File: config.mk
export PLATFORM = sky130hd
export DESIGN_NAME = div_unit_iter
export DESIGN_NICKNAME = d
export VERILOG_FILES = /design/src/rtl/div_unit_iter.sv
export SDC_FILE = /design/constraint.sdc
export NUM_CORES = 1
export LEC_CHECK = 0
export BUFFER_PORTS_ARGS = -buffer_cell sky130_fd_sc_hd__buf_2
export CAP_MARGIN = 20
export CORE_ASPECT_RATIO = 2
export CORE_MARGIN = 1
export CORE_UTILIZATION = 47
export DETAILED_ROUTE_END_ITERATION = 7
export PLACE_DENSITY_LB_ADDON = 0.12
export SYNTH_ARGS = -nofsm -noshare
export SYNTH_HDL_FRONTEND = slang
export SYNTH_SLANG_ARGS = --single-unit
File: constraint.sdc
create_clock -name clk -period 7.2 [get_ports clk]
set_input_delay 1.44 -clock clk [delete_from_list [all_inputs] [get_ports clk]]
set_output_delay 1.44 -clock clk [all_outputs]
set_load 0.005 [all_outputs]
File: src/rtl/div_unit_iter.sv
// rtl/div_unit_iter.sv - iterative radix-2 restoring divider for DIV/DIVU/REM/REMU
module div_unit_iter #(
    parameter int N = 32
) (
    input  logic         clk,
    input  logic         rst,
    input  logic         start,
    input  logic         kill,
    input  logic [1:0]   op,
    input  logic [N-1:0] a,
    input  logic [N-1:0] b,
    output logic         busy,
    output logic         done,
    output logic [N-1:0] result
);

    localparam int CW = $clog2(N + 1);

    typedef enum logic [1:0] {IDLE, CALC, FIN} state_t;

    state_t         state, state_nx;

    // operation context captured on acceptance
    logic           is_rem;
    logic           neg_q;
    logic           neg_r;
    logic           spec;
    logic [N-1:0]   bmag;
    logic [N-1:0]   dvd;
    logic [N:0]     rem;
    logic [CW-1:0]  cnt;
    logic [N-1:0]   result_r;

    // start seen in the FIN cycle, replayed from IDLE on the following cycle
    logic           pend;
    logic [1:0]     pend_op;
    logic [N-1:0]   pend_a;
    logic [N-1:0]   pend_b;

    logic           go;
    logic [1:0]     s_op;
    logic [N-1:0]   s_a;
    logic [N-1:0]   s_b;
    logic           a_neg;
    logic           b_neg;
    logic [N-1:0]   a_mag;
    logic [N-1:0]   b_mag;
    logic           div0;
    logic           ovf;
    logic [N-1:0]   spec_val;

    logic [N:0]     rem_sh;
    logic           ge;
    logic [N-1:0]   q_fix;
    logic [N-1:0]   r_fix;
    logic [N-1:0]   fin_val;

    // operand selection, magnitudes and RISC-V special-case detection
    always_comb begin
        go       = (start | pend) & ~kill;
        s_op     = pend ? pend_op : op;
        s_a      = pend ? pend_a  : a;
        s_b      = pend ? pend_b  : b;
        a_neg    = ~s_op[0] & s_a[N-1];
        b_neg    = ~s_op[0] & s_b[N-1];
        a_mag    = a_neg ? (~s_a + 1'b1) : s_a;
        b_mag    = b_neg ? (~s_b + 1'b1) : s_b;
        div0     = (s_b == '0);
        ovf      = ~s_op[0] & (s_a == {1'b1, {(N-1){1'b0}}}) & (s_b == '1);
        spec_val = '0;
        if (div0)
            spec_val = s_op[1] ? s_a : '1;
        else
            spec_val = s_op[1] ? '0 : s_a;
    end

    // one restoring step plus the final sign fix-up
    always_comb begin
        rem_sh  = {rem[N-1:0], dvd[N-1]};
        ge      = (rem_sh >= {1'b0, bmag});
        q_fix   = neg_q ? (~dvd + 1'b1) : dvd;
        r_fix   = neg_r ? (~rem[N-1:0] + 1'b1) : rem[N-1:0];
        fin_val = spec ? dvd : (is_rem ? r_fix : q_fix);
    end

    // next-state logic
    always_comb begin
        state_nx = state;
        case (state)
            IDLE: if (go) state_nx = (div0 | ovf) ? FIN : CALC;
            CALC: begin
                if (kill)
                    state_nx = IDLE;
                else if (cnt == CW'(1))
                    state_nx = FIN;
            end
            FIN:     state_nx = IDLE;
            default: state_nx = IDLE;
        endcase
    end

    // state register
    always_ff @(posedge clk) begin
        if (rst)
            state <= IDLE;
        else
            state <= state_nx;
    end

    // datapath: capture on accept, shift/subtract in CALC, publish in FIN
    always_ff @(posedge clk) begin
        if (rst) begin
            is_rem   <= 1'b0;
            neg_q    <= 1'b0;
            neg_r    <= 1'b0;
            spec     <= 1'b0;
            bmag     <= '0;
            dvd      <= '0;
            rem      <= '0;
            cnt      <= '0;
            result_r <= '0;
            pend     <= 1'b0;
            pend_op  <= '0;
            pend_a   <= '0;
            pend_b   <= '0;
        end else begin
            case (state)
                IDLE: begin
                    pend <= 1'b0;
                    if (go) begin
                        is_rem <= s_op[1];
                        neg_q  <= a_neg ^ b_neg;
                        neg_r  <= a_neg;
                        spec   <= div0 | ovf;
                        bmag   <= b_mag;
                        rem    <= '0;
                        cnt    <= CW'(N);
                        dvd    <= (div0 | ovf) ? spec_val : a_mag;
                    end
                end
                CALC: begin
                    if (!kill) begin
                        dvd <= {dvd[N-2:0], ge};
                        rem <= ge ? (rem_sh - {1'b0, bmag}) : rem_sh;
                        cnt <= cnt - CW'(1);
                    end
                end
                FIN: begin
                    if (!kill) begin
                        result_r <= fin_val;
                        if (start) begin
                            pend    <= 1'b1;
                            pend_op <= op;
                            pend_a  <= a;
                            pend_b  <= b;
                        end
                    end
                end
                default: ;
            endcase
        end
    end

    assign busy   = (state == CALC);
    assign done   = (state == FIN) & ~kill;
    assign result = done ? fin_val : result_r;

endmodule
==> results of run 1 <==
[critical path, cell delays in order (launching register included)]
cell and delay [ps]:
dfxtp_1 390, or4_1 590, or3_1 390, or4_1 490
o31ai_1 350, nor3_1 80, a21oi_1 150, o22ai_1 90
a211oi_1 370, nor2_1 90, buf_2 140
[state kept, by name, summed over array words and instances (netlist names)]
signal    count
bmag         32
dvd          32
pend_a       32
pend_b       32
rem          32
result_r     32
cnt           6
pend_op       2
state         2
is_rem        1
neg_q         1
neg_r         1
pend          1
spec          1
[power groups by stage]
stage	registers (mW)	logic, mW	clock network [mW]
6_report	1.23	0.769	1.30
5_1_grt	1.23	0.839	1.37
4_1_cts	1.22	0.762	1.32
3_3_place_gp	1.25	0.756	0
2_1_floorplan	1.23	0.554	0
3_5_place_dp	1.25	0.759	0
[kinds of logic (layout without fill, tap and decap cells)]
logic type | count (synthesis) | count (layout) | synth area share
DFF | 207 | 207 | 0.285
muxes | 85 | 85 | 0.0604
adders and majority gates | 40 | 40 | 0.0349
and+or+nand+nor | 758 | 758 | 0.245
xor gates and xnor gates | 103 | 103 | 0.0621
AOI/OAI and AO/OA | 607 | 607 | 0.259
buffers and inverters | 196 | 222 | 0.0536
[layer usage]
layer,up-vias,routed length [um],track usage
met5,-,0,0
met4,0,2570,0.158
met3,126,1980,0.0263
met2,431,23200,0.516
met1,6752,19000,0.347
li1,7210,-,-
[metrics by stage]
step | util | worst slack [ps] | cells
floorplan | - | 2550 | 1996
detailed placement | 0.500 | 2170 | 2351
global placement | 0.500 | 2260 | 2351
global route | 0.527 | 1870 | 2390
CTS | 0.527 | 2140 | 2389
finish | 0.527 | 2110 | 2390
[Yosys cell counts (39+ instances only)]
library cell    n
dfxtp_1       207
o21ai_0       130
ha_1           39
nor2_1        148
inv_1          62
nor3_1         70
xor2_1         48
a21oi_1       225
nand2_1       309
nor2b_1        41
xnor2_1        55
nand3_1        40
mux2i_1        65
clkbuf_1      107
[worst paths after layout]
kind,to,from,cells after the start,slack [ps]
worst max register to register,dvd[3],pend,9,2570
worst min-delay path,bmag[3],bmag[3],2,450
worst min register to register,bmag[3],bmag[3],2,450
worst max-delay path,result[29],dvd[19],10,2110
[layout make-up]
type	count	area, um^2	share of cell area
timing repair buffer	122	664	0.0416
multi-input combinational	1593	9640	0.604
tap	368	460	0.0288
sequential	207	4150	0.260
clock buffer	26	618	0.0387
clock inverter	12	199	0.0125
inverter	62	233	0.0146
==> metrics.md, run 1 <==
| Metric | Value |
|---|---|
| Final Hold Viols | 0 |
| CP max FO | 8 |
| Gpl congestion | 0.918 |
| Area contributors post-synth | dfxtp_1 (29%), nand2_1 (8.0%), a21oi_1 (7.7%) |
| Pre-antenna DRT Iters | 5 |
| WHS | 455 ps |
| Final Setup Violations | 0 |
| Filler instances | 3020 |
| Flop pwr share | 0.372 |
| Clk pwr share | 0.394 |
| Post-cts repair resize count | 0 |
| Via count | 14519 |
| Cts hold-fix bufs | 0 |
| Final Cycle Share | 0.707 |
| Dpl cell area | 15100 um^2 |
| Max-slew headroom | 0.341 |
| Reg clk slew, reported paths | 60 ps |
| FP Rows | 90 |
| Status | complete, no violations |
| Pwr dens | 206 nW/um^2 |
| Crit path DAT | 3650 ps |
| Mapped Area | 14500 um^2 |
| Setup crit end kind | output port |
| FF+latch count, synth | 207 |
| Antenna violations before repair | 0 |
| First-pass GRT wire length | 74200 um |
| Gr ovfl total | 0 |
| Sw Ratio | 0.315 |
| P_int | 2.26 mW |
| Total core area | 30300 um^2 |
| Post-synth top area share | 0.285 |
| Max Cap Viol | 0 |
| Worst vdd ir | 197 uV |
| Yosys cell types | 74 |
| GRT Util Overall | 0.293 |
| Setup_tns | 0 ps |
| WL final | 46700 um |
| Post-route DRC | 0 |
| CTS Buf Count | 22 |
| Psw | 1.04 mW |
| Crit Path Class | flop to output port |
| Yosys top cell by area | dfxtp_1 |
| Area grow syn2layout | 9.80% |
| Ratio of cells with drive above 1 in the final layout | 0.100 |
| Commonest cells after routing, fill and taps aside | nand2_1 (308), a21oi_1 (225), dfxtp_1 (206), nor2_1 (145), o21ai_0 (130) |
| Overall power | 3.29 mW |
| CTS tree | done |
| Async SR Flop Fraction | 0 |
| Largest net degree at the start of global routing | 124 |
| LEAKAGE | 5.96 nW |
| Vias/cell | 6.07 |
| IO Port Bufs | 103 |
| Antenna cells | 0 |
| Max-slew violations | 0 |
| Antenna violation net count after detailed routing | 0 |
| Die area | 31700 um^2 |
| Post-DP HPWL | 34700 um |
| Syn avg cell area | 7.28 um^2 |
| Part of the power in combinational logic | 0.233 |
| Chip Width | 126 um |
| Syn. warnings | 0 |
| Worst-Margin Slew | 988 ps |
| Tmin final | 5090 ps |
| RSZ-0062 raised after global routing | no |
| DR WL/cell | 19.5 um |
| Die Ht | 251 um |
| Worst-Skew Late Latency | 530 ps |
| Setup bufs post-CTS | 0 |
| Synthesized net count | 2106 |
| Vias in the first global route | 13763 |
| Clk buf depth | 3 |
| Worst path required time | 5760 ps |
| Post-route design area | 16000 um^2 |
| EDFF count, synth | 0 |
| Commonest non-fill, non-tap cell in the layout | nand2_1 |
| Clock Skews | 11.5 ps |
| Clock sink total | 207 |
| Critical path launch point type | flop |
| Starting Density | 0.480 |
| Worst hold path type | flop to flop |
| Ys flop type | dfxtp_1 |
| Clk root buf | clkbuf_16 |
| # IOs | 104 |
| Fmax | 197 MHz |
| Sequential cell area fraction in the yosys report | 0.285 |
| Layout Nets | 2118 |
| Cells after synthesis | 1996 |
| H-Tree Depth | 1 |
| Iteration-0 DRC Markers | 1068 |
No activity file was read; power rests on OpenSTA's default activity.
==> run 2, diff against run 1 <==
==> constraint.sdc (replaced) <==
create_clock -name clk -period 4.64 [get_ports clk]
set_input_delay 0.928 -clock clk [delete_from_list [all_inputs] [get_ports clk]]
set_output_delay 0.928 -clock clk [all_outputs]
set_load 0.005 [all_outputs]
==> run 2 against run 1 <==
- first-iteration DRC count fell by 11%
- core utilization up 0.11 points
- final cell count is 0.88% higher
- sequential power grew 54%
- routed wire length is 1.5% higher
- combinational power is 56% higher
- largest cell class unchanged
==> metrics.md, run 2 (synthesized netlist as in run 1, its figures left out) <==
| Metric | Value |
|---|---|
| Clock Skews | 37.1 ps |
| Commonest cells after routing, fill and taps aside | nand2_1 (308), a21oi_1 (225), dfxtp_1 (206), nor2_1 (146), o21ai_0 (130) |
| Gr ovfl total | 0 |
| Gpl congestion | 0.964 |
| Clk buf depth | 3 |
| Largest net degree at the start of global routing | 74 |
| WL final | 47400 um |
| Part of the power in combinational logic | 0.248 |
| Pre-antenna DRT Iters | 5 |
| Clk root buf | clkbuf_16 |
| Pwr dens | 303 nW/um^2 |
| CP peak stage delay | 570 ps |
| Area grow syn2layout | 10.0% |
| GRT Util Overall | 0.299 |
| Post-route setup slack | 237 ps |
| Crit Path Class | flop to output port |
| Final Cycle Share | 0.949 |
| CP max-delay cell | or4_1 |
| Starting Density | 0.480 |
| Worst reg2reg setup slack | 690 ps |
| Overall power | 4.85 mW |
| Chip Width | 126 um |
| Flop pwr share | 0.393 |
| Critical path launch point type | flop |
| Fmax | 227 MHz |
| Worst-Skew Late Latency | 560 ps |
| Filler instances | 3055 |
| Worst hold path type | flop to flop |
| Antenna cells | 0 |
| Ratio of cells with drive above 1 in the final layout | 0.107 |
| Area of the multi-input gates | 9650 um^2 |
| Final Setup Violations | 0 |
| Clock sink total | 207 |
| Clk pwr share | 0.359 |
| Die Ht | 251 um |
| Crit path DAT | 3480 ps |
| Vias in the first global route | 13942 |
| Critical path endpoint | result[30] |
| Vias/cell | 6.05 |
| Launching point of the worst reg2reg path | pend |
| Register-to-Register Path Depth | 10 |
| Antenna violations before repair | 0 |
| DR WL/cell | 19.7 um |
| Setup_tns | 0 ps |
| Worst path required time | 3710 ps |
| CTS tree | done |
| Final Hold Viols | 0 |
| Setup crit end kind | output port |
| RSZ-0062 raised after global routing | no |
| Post-route DRC | 0 |
| First-pass GRT wire length | 75500 um |
| Crit path max-delay family | simple AND/OR/NAND/NOR gates |
| Status | complete, no violations |
| # IOs | 104 |
| Max-slew violations | 0 |
| Via count | 14577 |
| Die area | 31700 um^2 |
| FF-to-FF End | dvd[2] |
| Cts hold-fix bufs | 0 |
| Layout Nets | 2137 |
| H-Tree Depth | 1 |
| Psw | 1.61 mW |
| Most used cell, CP | or4_1 |
| Tmin final | 4400 ps |
| Worst-Margin Slew | 1000 ps |
| Reg area | 4150 um^2 |
| CP cell instances | or4_1 > or3_1 > or4_1 > or4_1 > a21oi_1 > o21ai_1 > o211ai_1 > o21a_1 > buf_2 |
| Reg clk slew, reported paths | 60 ps |
| Antenna violation net count after detailed routing | 0 |
| Post-Place Worst Slack | 500 ps |
| Max Cap Viol | 0 |
| Iteration-0 DRC Markers | 952 |
| Worst Path Buf+Inv | 1 |
| FP Rows | 90 |
| P_int | 3.23 mW |
| CTS Buf Count | 22 |
| Max-slew headroom | 0.329 |
| Sw Ratio | 0.333 |
| Crit. path cell count | 9 |
| Post-DP HPWL | 35700 um |
| IO Port Bufs | 103 |
| Total core area | 30300 um^2 |
| CP max FO | 8 |
| LEAKAGE | 5.99 nW |
| Commonest non-fill, non-tap cell in the layout | nand2_1 |
| Setup crit start | dvd[19] |
| Worst vdd ir | 310 uV |
run 2: cell types whose count changed in the layout (fill, tap and decap cells not counted), moves of 2 or more:
cell       delta
buf_4        +18
clkbuf_1      +7
bufinv_16     -5
clkbuf_8      +3
clkbuf_16     -2
clkinv_4      -2
run 2: layout make-up:
cell class,count,share of cell area
multi-input cells,1593,0.603
flip-flops and latches,207,0.259
inverters,62,0.0146
repair buffers,141,0.0512
clock inverters,6,0.00313
clock buffers,34,0.0397
well taps,368,0.0288
run 2: repair_timing:
| item | 4_1_cts | 5_1_grt |
|---|---|---|
| setup buffers | 0 | 0 |
| resized for setup | 0 | 2 |
| setup endpoints to repair | 0 | 2 |
run 2: worst min path at each step:
| stage | startpoint | to | cells past startpoint |
|---|---|---|---|
| finish | bmag[17] | bmag[17] | 2 |
| global route | bmag[17] | bmag[17] | 2 |
| CTS | bmag[5] | bmag[5] | 2 |
| detailed placement | bmag[17] | bmag[17] | 2 |
| global placement | bmag[20] | bmag[20] | 2 |
| floorplan | bmag[10] | bmag[10] | 2 |
run 2: per-stage QoR:
stage	hold WS (ps)	util	instance area [um^2]	std cells
final	454	0.528	16000	2411
after global routing	468	0.528	16000	2411
after CTS	456	0.527	16000	2410
after detailed placement	448	0.505	15300	2370
after global placement	440	0.505	15300	2370
after floorplan	432	-	14500	1996
run 2: power by group through the flow:
stage | sequential, mW | combinational, mW | clock (mW)
after floorplan | 1.91 | 0.860 | 0
after detailed placement | 1.94 | 1.19 | 0
after global routing | 1.91 | 1.32 | 1.84
after CTS | 1.90 | 1.19 | 1.77
after global placement | 1.94 | 1.19 | 0
final | 1.90 | 1.20 | 1.74
run 2: tightest hold or removal path, delay by kind of cell, from the launching register on:
| kind | cells | cell delay [ps] |
|---|---|---|
| simple gates | 1 | 50 |
| flops | 1 | 310 |
| compound gates | 1 | 50 |
run 2: per-layer routing:
| layer | track usage | up-vias | part of all wire |
|---|---|---|---|
| li1 | - | 7245 | - |
| met1 | 0.349 | 6794 | 0.41 |
| met2 | 0.527 | 408 | 0.50 |
| met3 | 0.0218 | 130 | 0.035 |
| met4 | 0.182 | 0 | 0.062 |
| met5 | 0 | - | 0 |
